$ cat src/rtl/arb_rr_4req.sv
// arb_rr_4req: four-requester arbiter, fixed priority or round-robin, with a hold-time limit
module arb_rr_4req #(
    parameter int HOLD_MAX = 16,
    parameter int CNT_W    = 5
) (
    input  logic         clk,
    input  logic         reset_n,
    input  logic         mode,
    input  logic [4:1]   r,
    output logic [4:1]   g,
    output logic [2:0]   y,
    output logic         busy,
    output logic         timeout
);
    typedef enum logic {IDLE, GRANT} state_t;
    state_t           state;
    logic [CNT_W-1:0] cnt;
    logic [1:0]       last;
    logic [1:0]       win;
    logic [1:0]       idx;
    logic [4:1]       mask;
    logic [3:0]       elig;
    logic             found;

    assign elig = r & ~mask;

    // winner search: descending from 4 (fixed) or from last-1 wrapping back to last (round-robin)
    always_comb begin
        found = 1'b0;
        win   = 2'd0;
        idx   = 2'd0;
        for (int i = 1; i <= 4; i++) begin
            idx = mode ? last - 2'(i) : 2'(4 - i);
            if (!found && elig[idx]) begin
                found = 1'b1;
                win   = idx;
            end
        end
    end

    // ownership FSM: grant, hold until release, revoke at the hold limit
    always_ff @(posedge clk or negedge reset_n) begin
        if (!reset_n) begin
            state   <= IDLE;
            g       <= '0;
            y       <= '0;
            busy    <= 1'b0;
            timeout <= 1'b0;
            cnt     <= '0;
            last    <= 2'd0;
            mask    <= '0;
        end else if (state == IDLE) begin
            timeout <= 1'b0;
            mask    <= '0;
            if (found) begin
                state <= GRANT;
                g     <= 4'b0001 << win;
                y     <= {1'b0, win} + 3'd1;
                busy  <= 1'b1;
                cnt   <= '0;
                last  <= win;
            end
        end else if ((g & r) == '0) begin
            state <= IDLE;
            g     <= '0;
            y     <= '0;
            busy  <= 1'b0;
        end else if (cnt == CNT_W'(HOLD_MAX - 1)) begin
            state   <= IDLE;
            g       <= '0;
            y       <= '0;
            busy    <= 1'b0;
            timeout <= 1'b1;
            mask    <= g;
        end else begin
            cnt <= cnt + CNT_W'(1);
        end
    end
endmodule

$ cat config.mk
export PLATFORM = sky130hd
export DESIGN_NAME = arb_rr_4req
export DESIGN_NICKNAME = d
export VERILOG_FILES = /design/src/rtl/arb_rr_4req.sv
export SDC_FILE = /design/constraint.sdc
export NUM_CORES = 1
export LEC_CHECK = 0
export ABC_AREA = 1
export CELL_PAD_IN_SITES_DETAIL_PLACEMENT = 1
export CELL_PAD_IN_SITES_GLOBAL_PLACEMENT = 2
export CORE_MARGIN = 10
export CORE_UTILIZATION = 35
export DETAILED_ROUTE_END_ITERATION = 7
export GPL_ROUTABILITY_DRIVEN = 0
export GPL_TIMING_DRIVEN = 0
export PLACE_DENSITY_LB_ADDON = 0.1
export SETUP_SLACK_MARGIN = 0.1
export SLEW_MARGIN = 20
export SYNTH_ARGS = -nofsm -noshare
export SYNTH_HDL_FRONTEND = slang
export SYNTH_SLANG_ARGS = --single-unit
$ cat constraint.sdc
create_clock -name clk -period 2.7 [get_ports clk]
set_clock_uncertainty 0.05 [all_clocks]
set_input_delay 0.54 -clock clk [delete_from_list [all_inputs] [get_ports clk]]
set_output_delay 0.54 -clock clk [all_outputs]
set_load 0.01 [all_outputs]
* Yosys cells after proc, flatten, opt, wreduce, memory -nomap -nowiden
Cells that the tools add are included.
** Operators by class
- Add/subtract/negate cells :: 5
- Multipliers :: 0
- Div/mod/pow operators :: 0
- $lt $le $gt $ge :: 4
- Equality and inequality tests :: 5
- Shift-type cells :: 1
- Mux-type cells :: 46
- Bitwise operators :: 4
- Reductions and logical operators :: 12
** Operators with widths (number)
- 4-bit two-way mux :: 7
- 5-bit two-way mux :: 4
- 1-bit two-way mux :: 19
- 2-bit two-way mux :: 8
- 2-bit by 3-bit < comparator with 1-bit output, second input constant :: 4
- 3-bit two-way mux :: 4
- 4-bit AND :: 2
- 1-bit binary-select mux with 2-bit select :: 4
- 2-bit AND reduction :: 3
- 5-bit by 1-bit adder with 5-bit output, second input constant :: 1
- 5-bit by 4-bit equality test with 1-bit output, second input constant :: 1
- 4-bit logical NOT :: 1
- 2-bit inequality test, second input constant :: 2
- 4-bit NOT :: 1
- 1-bit by 2-bit left shift with 4-bit output, first input constant :: 1
- 2-bit subtractor, second input constant :: 2
- 2-bit by 1-bit adder with 3-bit output, second input constant :: 1
- 1-bit logical AND :: 3
- 1-bit logical NOT :: 3
- 3-bit by 1-bit inequality test with 1-bit output, second input constant :: 1
- 3-bit AND reduction :: 1
- 2-bit by 1-bit inequality test with 1-bit output, second input constant :: 1
- 2-bit nonzero test :: 1
- 2-bit by 1-bit subtractor with 2-bit output, second input constant :: 1
- 1-bit NOT :: 1
** Word-level totals
- Bits in registers :: 21
- Latch bits :: 0
- Memory bits (writable) :: 0
- Memory bits (read-only) :: 0
- Bits of input ports :: 7
- Output and inout port bits :: 9
- Memories :: 0

* Logic depth before layout (Yosys ltp)
Gate-level depths: netlist (run 1).
- Word-level depth :: 17
- Depth in mapped cells :: 15
- Depth with buffers taken out :: 14

* Worst setup path after synthesis (run 1)
No wires, ideal clock.
- Path type :: in2reg
- From :: input port mode
- To :: register y[1]
- Setup time :: 0.074 ns
- Arrival time :: 1.809 ns
- Setup slack :: 0.767 ns
- Stages :: 12
- Cells stage by stage :: nand2_2 nand2_1 nand2_2 inv_2 nand2_4 nand2_4 nor2_8 nand4_1 nand2_1 inv_1 ha_1 o21ai_2
** On the way
- Longest elaborated chain between the ends :: 16
** Ends and longest elaborated chain
- start: declaration :: RTL line 8 : input logic mode,
- 2-bit two-way mux :: RTL line 33 : idx = mode ? last - 2'(i) : 2'(4 - i);
- 1-bit binary-select mux with 2-bit select :: RTL line 34 : if (!found && elig[idx]) begin
- 1-bit two-way mux (not written as such) :: RTL line 34
- 1-bit two-way mux :: RTL line 34
- 1-bit logical NOT :: RTL line 34
- 1-bit logical AND :: RTL line 34
- 1-bit two-way mux :: RTL line 34
- 1-bit logical NOT :: RTL line 34
- 1-bit logical AND :: RTL line 34
- 1-bit two-way mux :: RTL line 34
- 1-bit logical NOT :: RTL line 34
- 1-bit logical AND :: RTL line 34
- 2-bit two-way mux :: RTL line 34
- 2-bit by 1-bit adder with 3-bit output :: RTL line 58 : y <= {1'b0, win} + 3'd1;
- 3-bit two-way mux :: RTL line 55 : if (found) begin
- 3-bit two-way mux :: RTL line 52 : end else if (state == IDLE) begin
- end signal: assignment :: RTL line 58
- end: declaration :: RTL line 11 : output logic [2:0] y,
Several ways; a longest one is shown, not always the timed one. The select of a mux whose other input is x is not followed.
A chain may end at the register's enable or synchronous reset.

* Worst setup path after layout (run 1)
- From :: input port r[3] in the netlist's numbering
- To :: register y[1]
** On the way
- Longest elaborated chain between the ends :: 16
** Ends and longest elaborated chain
- start: declaration :: RTL line 9 : input logic [4:1] r,
- 4-bit AND :: RTL line 25 : assign elig = r & ~mask;
- 1-bit binary-select mux with 2-bit select :: RTL line 34
- 1-bit two-way mux (not written as such) :: RTL line 34
- 1-bit two-way mux :: RTL line 34
- 1-bit logical NOT :: RTL line 34
- 1-bit logical AND :: RTL line 34
- 1-bit two-way mux :: RTL line 34
- 1-bit logical NOT :: RTL line 34
- 1-bit logical AND :: RTL line 34
- 1-bit two-way mux :: RTL line 34
- 1-bit logical NOT :: RTL line 34
- 1-bit logical AND :: RTL line 34
- 2-bit two-way mux :: RTL line 34
- 2-bit by 1-bit adder with 3-bit output :: RTL line 58
- 3-bit two-way mux :: RTL line 55
- 3-bit two-way mux :: RTL line 52
Several ways; a longest one is shown, not always the timed one. The select of a mux whose other input is x is not followed.

==> results of run 1 <==
-- cell type report --
cell class                      count  area (µm²)  share of cell area, %
Timing Repair Buffer               15         153                   9.46
Clock buffer                        4        55.1                   3.41
Tap cell                           48        60.1                   3.72
Multi-Input combinational cell    125         728                   45.1
Buffer                              2        18.8                   1.16
Sequential cell                    20         500                   31.0
Inverter                           23        98.8                   6.12
-- critical path, cell delays in order --
cell,delay (ns)
clkdlybuf4s50_1,0.52
nand2_1,0.11
nand2_1,0.10
nand2_1,0.09
o21ai_2,0.22
nand4_1,0.13
nand2_1,0.14
inv_1,0.09
ha_1,0.32
o21ai_2,0.14
-- power by group through the flow --
stage / Clock, mW / Sequential, mW / Combinational (mW)
final: 0.230 / 0.487 / 1.06
after global routing: 0.251 / 0.501 / 1.21
after CTS: 0.235 / 0.490 / 1.09
after detailed placement: 0 / 0.495 / 1.08
after global placement: 0 / 0.490 / 1.04
after floorplan: 0 / 0.487 / 0.782
-- layer usage --
| metal | GRT usage [%] | vias to the layer above | part of all wire [%] |
|---|---|---|---|
| met5 | 0 | - | 0 |
| met4 | 3.06 | 0 | 0.49 |
| met3 | 1.53 | 2 | 1.7 |
| met2 | 20.8 | 8 | 57 |
| met1 | 12.9 | 549 | 41 |
| li1 | - | 578 | - |
-- cells by family (layout without fill, tap and decap cells) --
logic type	after synthesis	in the layout	synth area share, %
and+or+nand+nor	102	102	39.3
xor gates and xnor gates	2	2	1.30
buffers and inverters	25	44	8.74
AOI/OAI and AO/OA	18	18	10.7
adders and majority gates	3	3	2.79
DFF	20	20	37.2
-- per-stage QoR --
| step | util (%) | cell area [µm²] | setup TNS [ns] |
|---|---|---|---|
| floorplan | - | 1350 | 0 |
| global placement | 42.2 | 1560 | 0 |
| detailed placement | 42.2 | 1560 | -0.0405 |
| CTS | 43.7 | 1610 | 0 |
| global route | 43.8 | 1610 | 0 |
| finish | 43.8 | 1610 | 0 |
-- timing repair --
action / 4_1_cts / 5_1_grt
hold buffers: 0 / 0
setup endpoints to repair: 0 / 2
buffers inserted: 0 / 0
gates resized for setup: 0 / 1
-- path summary, 6_finish.rpt --
| kind | endpoint | slack [ns] | cells past startpoint |
|---|---|---|---|
| setup / recovery | y[1]$_DFFE_PN0P_ | 0.43 | 10 |
| hold / removal | busy$_DFFE_PN0P_ | 0.44 | 2 |
| setup reg to reg | y[1]$_DFFE_PN0P_ | 0.62 | 13 |
| hold reg to reg | busy$_DFFE_PN0P_ | 0.44 | 2 |
| max in group asynchronous | mask[3]$_DFFE_PN0P_ | 1.31 | 1 |
| min in group asynchronous | cnt[2]$_DFFE_PN0P_ | 0.74 | 1 |
-- flip-flops by register name, summed over array words and instances, names as in the netlist --
register / count
cnt: 5
g: 4
mask: 4
last: 2
y: 2
busy: 1
state: 1
timeout: 1
-- cells in the mapped netlist (2+ instances only) --
cell type,count,area share (%)
inv_2,3,0.84
nand2_4,5,4.2
nand2_1,53,15
inv_1,19,5.3
xor2_1,2,1.3
ha_1,3,2.8
o21ai_1,2,0.74
o21ai_2,3,2.0
dfrtp_1,20,37
nand4_1,3,1.4
a21oi_1,3,1.1
o21ai_4,2,2.4
nor2_1,9,2.5
nand3_1,14,5.2
nand3_2,4,3.0
a21oi_2,2,1.3
o21ai_0,3,1.1
nand2_2,10,4.6
==> impl_metrics.yaml, run 1 <==
routing:
  routed_wl_mm: 3.44
  drc: 0
  postRouteAntennaNets: 0
  routedWlPerCell_um: 14.5
  detail_route.first_pass.iterations: 4
  detailroute.via_count: 1137
  detail_routed_via_count_per_cell: 4.80
  detail_route.iter0.violations: 23
timing:
  worst_slew_pin_slew_ns: 0.897
  slew_headroom_pct: 40.0
  setup_viol_count_final: 0
  post-route-period-util_pct: 83.9
  final_hold_viol_count: 0
  timing.final.crit_period_ns: 2.27
  final.hold.worst_slack_ns: 0.440
  timing_max_transition_violations_final: 0
  postLayoutSetupSlackWorst_ns: 0.433
  rsz0062_at_grt: "false"
  max_clock_freq_mhz: 441
power_and_ir_drop:
  finalPower_mw: 1.78
  p_per_area_nw_per_um2: 1100
  worst_ir_drop_vdd_uv: 389
  comb_power_share_pct: 59.7
  sw_frac_of_total_pct: 49.2
  share_of_total_power_in_sequential_cells_pct: 27.4
  total_leakage_power_nw: 0.798
  internal-power_mw: 0.905
  total_switching_power_mw: 0.875
  clock_power_share_pct: 12.9
synth:
  postSynth.topFlopCell: "dfrtp_1"
  post_synth.cell_area_avg_um2: 7.92
  ys_ff_latch: 20
  synth_warn: 0
  synth.cell_area_um2: 1350
  count_of_different_cell_masters_after_synthesis: 28
  synthCells: 170
  synth-seq-area-share_pct: 37.2
  synth-edff-count: 0
  synth-async-reset-ratio_pct: 100
  synthesized_net_count: 180
die:
  rows: 22
  die-height_um: 82.0
  core-area_um2: 3690
  design.portCount: 16
  die-width_um: 82.0
  fp.dieArea_um2: 6730
  initial_utilization_pct: 36.5
clock_tree:
  clock_root_buffer_master: "clkbuf_8"
  cts-root-to-sink-buffers: 2
  clock_insertion_delay_worst_skew_ns: 0.26
  clkSlewWorstSetupHoldPaths_ns: 0.08
  tritoncts.num_buffers: 3
  cts_tree: "yes"
  number_of_sinks_driven_by_the_clock_tree: 20
  cts_htree_levels: 1
worst_setup_path:
  arrival_ns: 2.41
  crit_path_start: "r[3]"
  crit_path_start_kind: "primary input"
  criticalPathCategory: "in2reg"
  required_ns: 2.84
  crit_path_max_fanout: 3
  r2r_startpoint: "last[0]$_DFFE_PN0P_"
  critPathCaptureType: "flip-flop"
layout:
  fin_cells: 237
  antenna_cells_inserted: 0
  final_common_cell: "nand2_1"
  fill_cells: 470
  layout-drive-gt1-share_pct: 21.2
  nets: 200
  flow.area_growth_from_synthesis_pct: 19.9
  layout_common_cells: "53 x nand2_1, 20 x dfrtp_1, 19 x inv_1, 14 x nand3_1, 14 x clkdlybuf4s50_1"
grt:
  grt_util_all_layers_pct: 11.2
  vias_in_the_first_global_route: 1220
  overflow: 0
  largest_net_degree_at_the_start_of_global_routing: 21
  grt_first_pass_wirelength_mm: 5.96
  grt_antenna_before_repair: 0
outcome:
  run_status: "complete, no violations"
place:
  number_of_port_buffers: 15
  worst_setup_slack_after_placement_ns: -0.0405
  post_dp_hpwl_mm: 2.90
  dp.cells: 233
hold_path:
  worst_hold_path_type: "reg2reg"
  hold_path.startpoint: "busy$_DFFE_PN0P_"
flow_run:
  maxCapViolations: 0
No activity file was read; power rests on OpenSTA's default activity.
==> run 2: changes to the inputs <==
CORE_UTILIZATION = 32   (was 35)
clock period = 2.2 ns   (was 2.7 ns; I/O delays follow)
==> impl_metrics.yaml, run 2 (synthesis results as in run 1) <==
power_and_ir_drop:
  internal-power_mw: 1.21
  comb_power_share_pct: 64.3
  total_switching_power_mw: 1.12
  clock_power_share_pct: 10.1
  share_of_total_power_in_sequential_cells_pct: 25.6
  worst_ir_drop_vdd_uv: 535
  total_leakage_power_nw: 0.862
  sw_frac_of_total_pct: 48.1
  p_per_area_nw_per_um2: 1350
timing:
  max_clock_freq_mhz: 514
  setup_viol_count_final: 0
  slew_headroom_pct: 37.3
  timing_max_transition_violations_final: 0
  rsz0062_at_grt: "false"
  postLayoutSetupSlackWorst_ns: 0.256
  timing.final.crit_period_ns: 1.94
  final_hold_viol_count: 0
  worst_slew_pin_slew_ns: 0.937
  post-route-period-util_pct: 88.4
layout:
  layout-drive-gt1-share_pct: 29.6
  flow.area_growth_from_synthesis_pct: 27.9
  largest_register_ff_count: 5
  registers.top_by_ff_count: "cnt"
  layout_common_cells: "45 x nand2_1, 20 x dfrtp_1, 19 x inv_1, 17 x nand2_2, 14 x nand3_1"
  utilization_pct: 42.7
  final_common_cell: "nand2_1"
  nets: 208
  largest_registers: "cnt: 5 flops, g: 4 flops, mask: 4 flops"
  antenna_cells_inserted: 0
  fin_cells: 246
clock_tree:
  tritoncts.num_buffers: 3
  cts-root-to-sink-buffers: 2
  clkSlewWorstSetupHoldPaths_ns: 0.07
  number_of_sinks_driven_by_the_clock_tree: 20
  clock_insertion_delay_worst_skew_ns: 0.25
  cts_htree_levels: 1
  clock_root_buffer_master: "clkbuf_8"
  cts_tree: "yes"
worst_setup_path:
  required_ns: 2.33
  crit_path_start_kind: "flip-flop"
  register_to_register_path_setup_slack_ns: 0.26
  reg2reg_to: "y[1]$_DFFE_PN0P_"
  r2r_startpoint: "last[0]$_DFFE_PN0P_"
  worst_r2r_path_depth: 12
  crit_path_max_fanout: 6
  critPathCaptureType: "flip-flop"
  criticalPathCategory: "reg2reg"
  arrival_ns: 2.08
outcome:
  run_status: "complete, no violations"
routing:
  postRouteAntennaNets: 0
  detail_route.iter0.violations: 20
  detail_routed_via_count_per_cell: 4.83
  detail_route.first_pass.iterations: 4
  detailroute.via_count: 1188
  routed_wl_mm: 3.46
  drc: 0
  routedWlPerCell_um: 14.1
flow_run:
  maxCapViolations: 0
place:
  number_of_port_buffers: 15
  post_dp_hpwl_mm: 2.86
  dp.cells: 235
  worst_setup_slack_after_placement_ns: -0.415
grt:
  grt_antenna_before_repair: 0
  vias_in_the_first_global_route: 1307
  grt_util_all_layers_pct: 10.0
  grt_first_pass_wirelength_mm: 6.07
  largest_net_degree_at_the_start_of_global_routing: 21
  overflow: 0
die:
  die-height_um: 84.9
  fp.dieArea_um2: 7200
  initial_utilization_pct: 33.4
  core-area_um2: 4030
  rows: 23
  die-width_um: 84.9
  design.portCount: 16
hold_path:
  worst_hold_path_type: "reg2reg"
  whs_endpoint: "busy$_DFFE_PN0P_"
  hold_path.startpoint: "busy$_DFFE_PN0P_"
  worst_hold_path.num_cells: 2
[run 2: cell types whose count changed in the layout (fill, tap and decap cells not counted), sizes merged]
cell / change
clkdlybuf4s50: -4
dlygate4sd2: +1
clkbuf: +1
dlymetal6s2s: +2
buf: +7
[run 2: final cells by class]
| type | count | area [µm²] |
|---|---|---|
| buffer | 2 | 22.5 |
| clock buffer | 3 | 41.3 |
| fill | 492 | 2310 |
| inverter | 23 | 98.8 |
| multi-input combinational | 125 | 767 |
| sequential | 20 | 500 |
| tap | 50 | 62.6 |
| timing repair buffer | 23 | 229 |
[run 2: stage by stage]
step                      hold WS [ns]  setup TNS [ns]  power, mW  area, µm²
final                            0.428               0       2.32       1720
after global routing             0.476               0       2.55       1720
after CTS                        0.436               0       2.23       1640
after detailed placement         0.418           -1.95       1.93       1560
after global placement           0.405           -1.47       1.88       1560
after floorplan                 0.0944               0       1.56       1350
[run 2: routing by layer]
layer	wire length (µm)	global-route usage (%)	vias to the layer above
met2	1940	19.3	8
met1	1420	10.7	581
li1	-	-	592
met3	35	1.15	7
met5	0	0	-
met4	68	3.89	0
[run 2: timing repair]
action,in CTS,in global routing
gates cloned,0,1
pin swaps,2,4
setup endpoints to repair,2,3
hold buffers,0,0
resized for setup,6,14
buffers inserted,3,4
endpoints found under the hold margin,0,0
[run 2: worst max path at each step]
stage / from / endpoint / depth (start not counted)
after detailed placement: mode / y[1]$_DFFE_PN0P_ / 14
after CTS: r[3] / y[1]$_DFFE_PN0P_ / 10
after floorplan: mode / y[1]$_DFFE_PN0P_ / 12
after global placement: mode / y[1]$_DFFE_PN0P_ / 14
final: last[0]$_DFFE_PN0P_ / y[1]$_DFFE_PN0P_ / 12
after global routing: last[0]$_DFFE_PN0P_ / y[1]$_DFFE_PN0P_ / 13
[run 2: worst max-delay path, cell delays in order, from the launching register on]
cell and delay (ns):
dfrtp_1 0.41, nand2_2 0.12, buf_8 0.14, clkinv_8 0.06, nand2_2 0.06, nand2_2 0.09
nand2_4 0.08, nand2_4 0.06, nor2_8 0.11, nand3_2 0.11, a21oi_4 0.19, ha_1 0.27
o21ai_2 0.13
[run 2: power groups by stage]
| stage | Combinational [mW] | Sequential [mW] | Clock, mW |
|---|---|---|---|
| after floorplan | 0.960 | 0.598 | 0 |
| after global placement | 1.27 | 0.604 | 0 |
| after detailed placement | 1.33 | 0.606 | 0 |
| after CTS | 1.39 | 0.600 | 0.245 |
| after global routing | 1.68 | 0.613 | 0.260 |
| final | 1.49 | 0.594 | 0.235 |
==> run 3: changes to the inputs <==
CORE_UTILIZATION = 34   (was 32)
CTS_BUF_LIST = sky130_fd_sc_hd__clkbuf_4 sky130_fd_sc_hd__clkbuf_8   (was not set)
==> impl_metrics.yaml, run 3 (synthesis results as in run 1) <==
outcome:
  run_status: "complete, no violations"
timing:
  slew_headroom_pct: 40.0
  final_hold_viol_count: 0
  worst_slew_pin_slew_ns: 0.897
  rsz0062_at_grt: "false"
  setup_viol_count_final: 0
  timing.final.crit_period_ns: 1.98
  timing_max_transition_violations_final: 0
  max_clock_freq_mhz: 506
  post-route-period-util_pct: 89.8
worst_setup_path:
  cp.buffers_inverters: 3
  crit_path_max_fanout: 6
  crit_path_start_kind: "flip-flop"
  register_to_register_path_setup_slack_ns: 0.22
  crit_slowest_cell: "dfrtp_1"
  cell_chain_of_the_critical_path: "nand2_2 -> buf_8 -> clkinv_8 -> nand2_2 -> nand2_2 -> o21ai_2 -> buf_4 -> nand3_2 -> a21oi_2 -> ha_4 -> o21ai_2"
  required_ns: 2.33
  critPathCaptureType: "flip-flop"
  arrival_ns: 2.11
  worst_r2r_path_depth: 11
  critPathMaxStageDelay_ns: 0.42
  timing.critical_path.mode_cell: "nand2_2"
  r2r_startpoint: "last[0]$_DFFE_PN0P_"
  criticalPathCategory: "reg2reg"
  critPathTopFamily: "compound AO/OA/AOI/OAI gates"
  reg2reg_to: "y[1]$_DFFE_PN0P_"
layout:
  final_common_cell: "nand2_1"
  fin_cells: 243
  layout-drive-gt1-share_pct: 27.2
  antenna_cells_inserted: 0
  layout.cell_area.non_filler_um2: 1710
  flow.area_growth_from_synthesis_pct: 26.7
  nets: 207
  layout_common_cells: "49 x nand2_1, 20 x dfrtp_1, 18 x inv_1, 14 x nand3_1, 12 x nand2_2"
  largest_register_ff_count: 5
  registers.top_by_ff_count: "cnt"
  largest_registers: "cnt: 5 flops, g: 4 flops, mask: 4 flops"
die:
  rows: 22
  design.portCount: 16
  fp.dieArea_um2: 6880
  core-area_um2: 3740
  die-height_um: 82.9
  initial_utilization_pct: 36.0
  die-width_um: 82.9
place:
  dp.cells: 233
  post_dp_hpwl_mm: 2.73
  postPlaceCellArea_um2: 1560
  number_of_port_buffers: 15
routing:
  routedWlPerCell_um: 14.7
  drc: 0
  highest_layer_used_for_signal_routing: "met4"
  detail_route.iter0.violations: 34
  routed_wl_mm: 3.56
  dr_wl_met2_mm: 1.89
  met3_wirelength_um: 76
  detail_routed_via_count_per_cell: 4.79
  detail_route.first_pass.iterations: 2
  postRouteAntennaNets: 0
  met1Wirelength_mm: 1.58
  detailroute.via_count: 1164
clock_tree:
  cts-root-to-sink-buffers: 2
  cts_htree_levels: 1
  number_of_sinks_driven_by_the_clock_tree: 20
  clock_root_buffer_master: "clkbuf_8"
  cts_tree: "yes"
  clkSlewWorstSetupHoldPaths_ns: 0.07
  tritoncts.num_buffers: 3
  clock_insertion_delay_worst_skew_ns: 0.25
grt:
  grt_util_all_layers_pct: 10.1
  overflow: 0
  grt_first_pass_wirelength_mm: 6.00
  largest_net_degree_at_the_start_of_global_routing: 21
  vias_in_the_first_global_route: 1282
  grt_antenna_before_repair: 0
hold_path:
  worst_hold_path.num_cells: 2
  hold_path.startpoint: "busy$_DFFE_PN0P_"
  whs_endpoint: "busy$_DFFE_PN0P_"
  worst_hold_path_type: "reg2reg"
flow_run:
  maxCapViolations: 0
power_and_ir_drop:
  worst_ir_drop_vdd_uv: 699
  p_per_area_nw_per_um2: 1370
  total_leakage_power_nw: 0.857
==> run 3: changes by cell type in the layout (fill, tap and decap cells not counted), sizes merged <==
cell | previous run | this run
buf | 9 | 8
==> run 3: worst max path at each step <==
stage / start / to / depth (start not counted)
final: last[0]$_DFFE_PN0P_ / y[1]$_DFFE_PN0P_ / 11
after global routing: last[0]$_DFFE_PN0P_ / y[1]$_DFFE_PN0P_ / 11
after CTS: r[3] / y[1]$_DFFE_PN0P_ / 10
after detailed placement: mode / y[1]$_DFFE_PN0P_ / 14
after global placement: mode / y[1]$_DFFE_PN0P_ / 14
after floorplan: mode / y[1]$_DFFE_PN0P_ / 12
==> run 3: report_power, final <==
group / internal (mW) / switching [mW] / total (mW)
Sequential: 0.487 / 0.107 / 0.595
Clock: 0.122 / 0.114 / 0.236
Combinational: 0.597 / 0.907 / 1.50
Total: 1.21 / 1.13 / 2.33
==> run 3: worst reg2reg max path, cell delays in order, from the launching register on <==
cell and delay [ns]:
dfrtp_1 0.42, nand2_2 0.13, buf_8 0.14, clkinv_8 0.06
nand2_2 0.07, nand2_2 0.06, o21ai_2 0.16, buf_4 0.14
nand3_2 0.09, a21oi_2 0.24, ha_4 0.24, o21ai_2 0.10
==> run 3: per-layer routing <==
metal	track usage (%)	up-vias
met5	0	-
li1	-	592
met1	11.9	561
met4	2.31	0
met3	2.15	2
met2	17.9	9
==> run 3: cell type report <==
type / count / area, µm²
clock buffers: 3 / 41.3
inverters: 23 / 98.8
plain buffers: 2 / 22.5
well taps: 48 / 60.1
fillers: 468 / 2040
repair buffers: 22 / 221
multi-input cells: 125 / 761
flip-flops and latches: 20 / 500
==> run 3: repair_timing <==
action                                  in CTS  in global routing
cloned                                       0                  1
gates resized for setup                      2                 14
hold buffers                                 0                  0
pin swaps                                    0                  6
endpoints found under the setup margin       2                  2
setup buffers                                0                  6
==> run 3: per-stage QoR <==
step / utilization (%) / TNS (ns) / hold WS [ns] / worst slack [ns] / power, mW
after global routing: 45.6 / 0 / 0.469 / 0.0957 / 2.57
after global placement: 41.6 / -1.62 / 0.407 / -0.383 / 1.88
after floorplan: - / 0 / 0.0944 / 0.367 / 1.56
after detailed placement: 41.6 / -1.85 / 0.412 / -0.396 / 1.92
after CTS: 42.6 / 0 / 0.429 / 0.102 / 2.16
final: 45.6 / 0 / 0.423 / 0.224 / 2.33
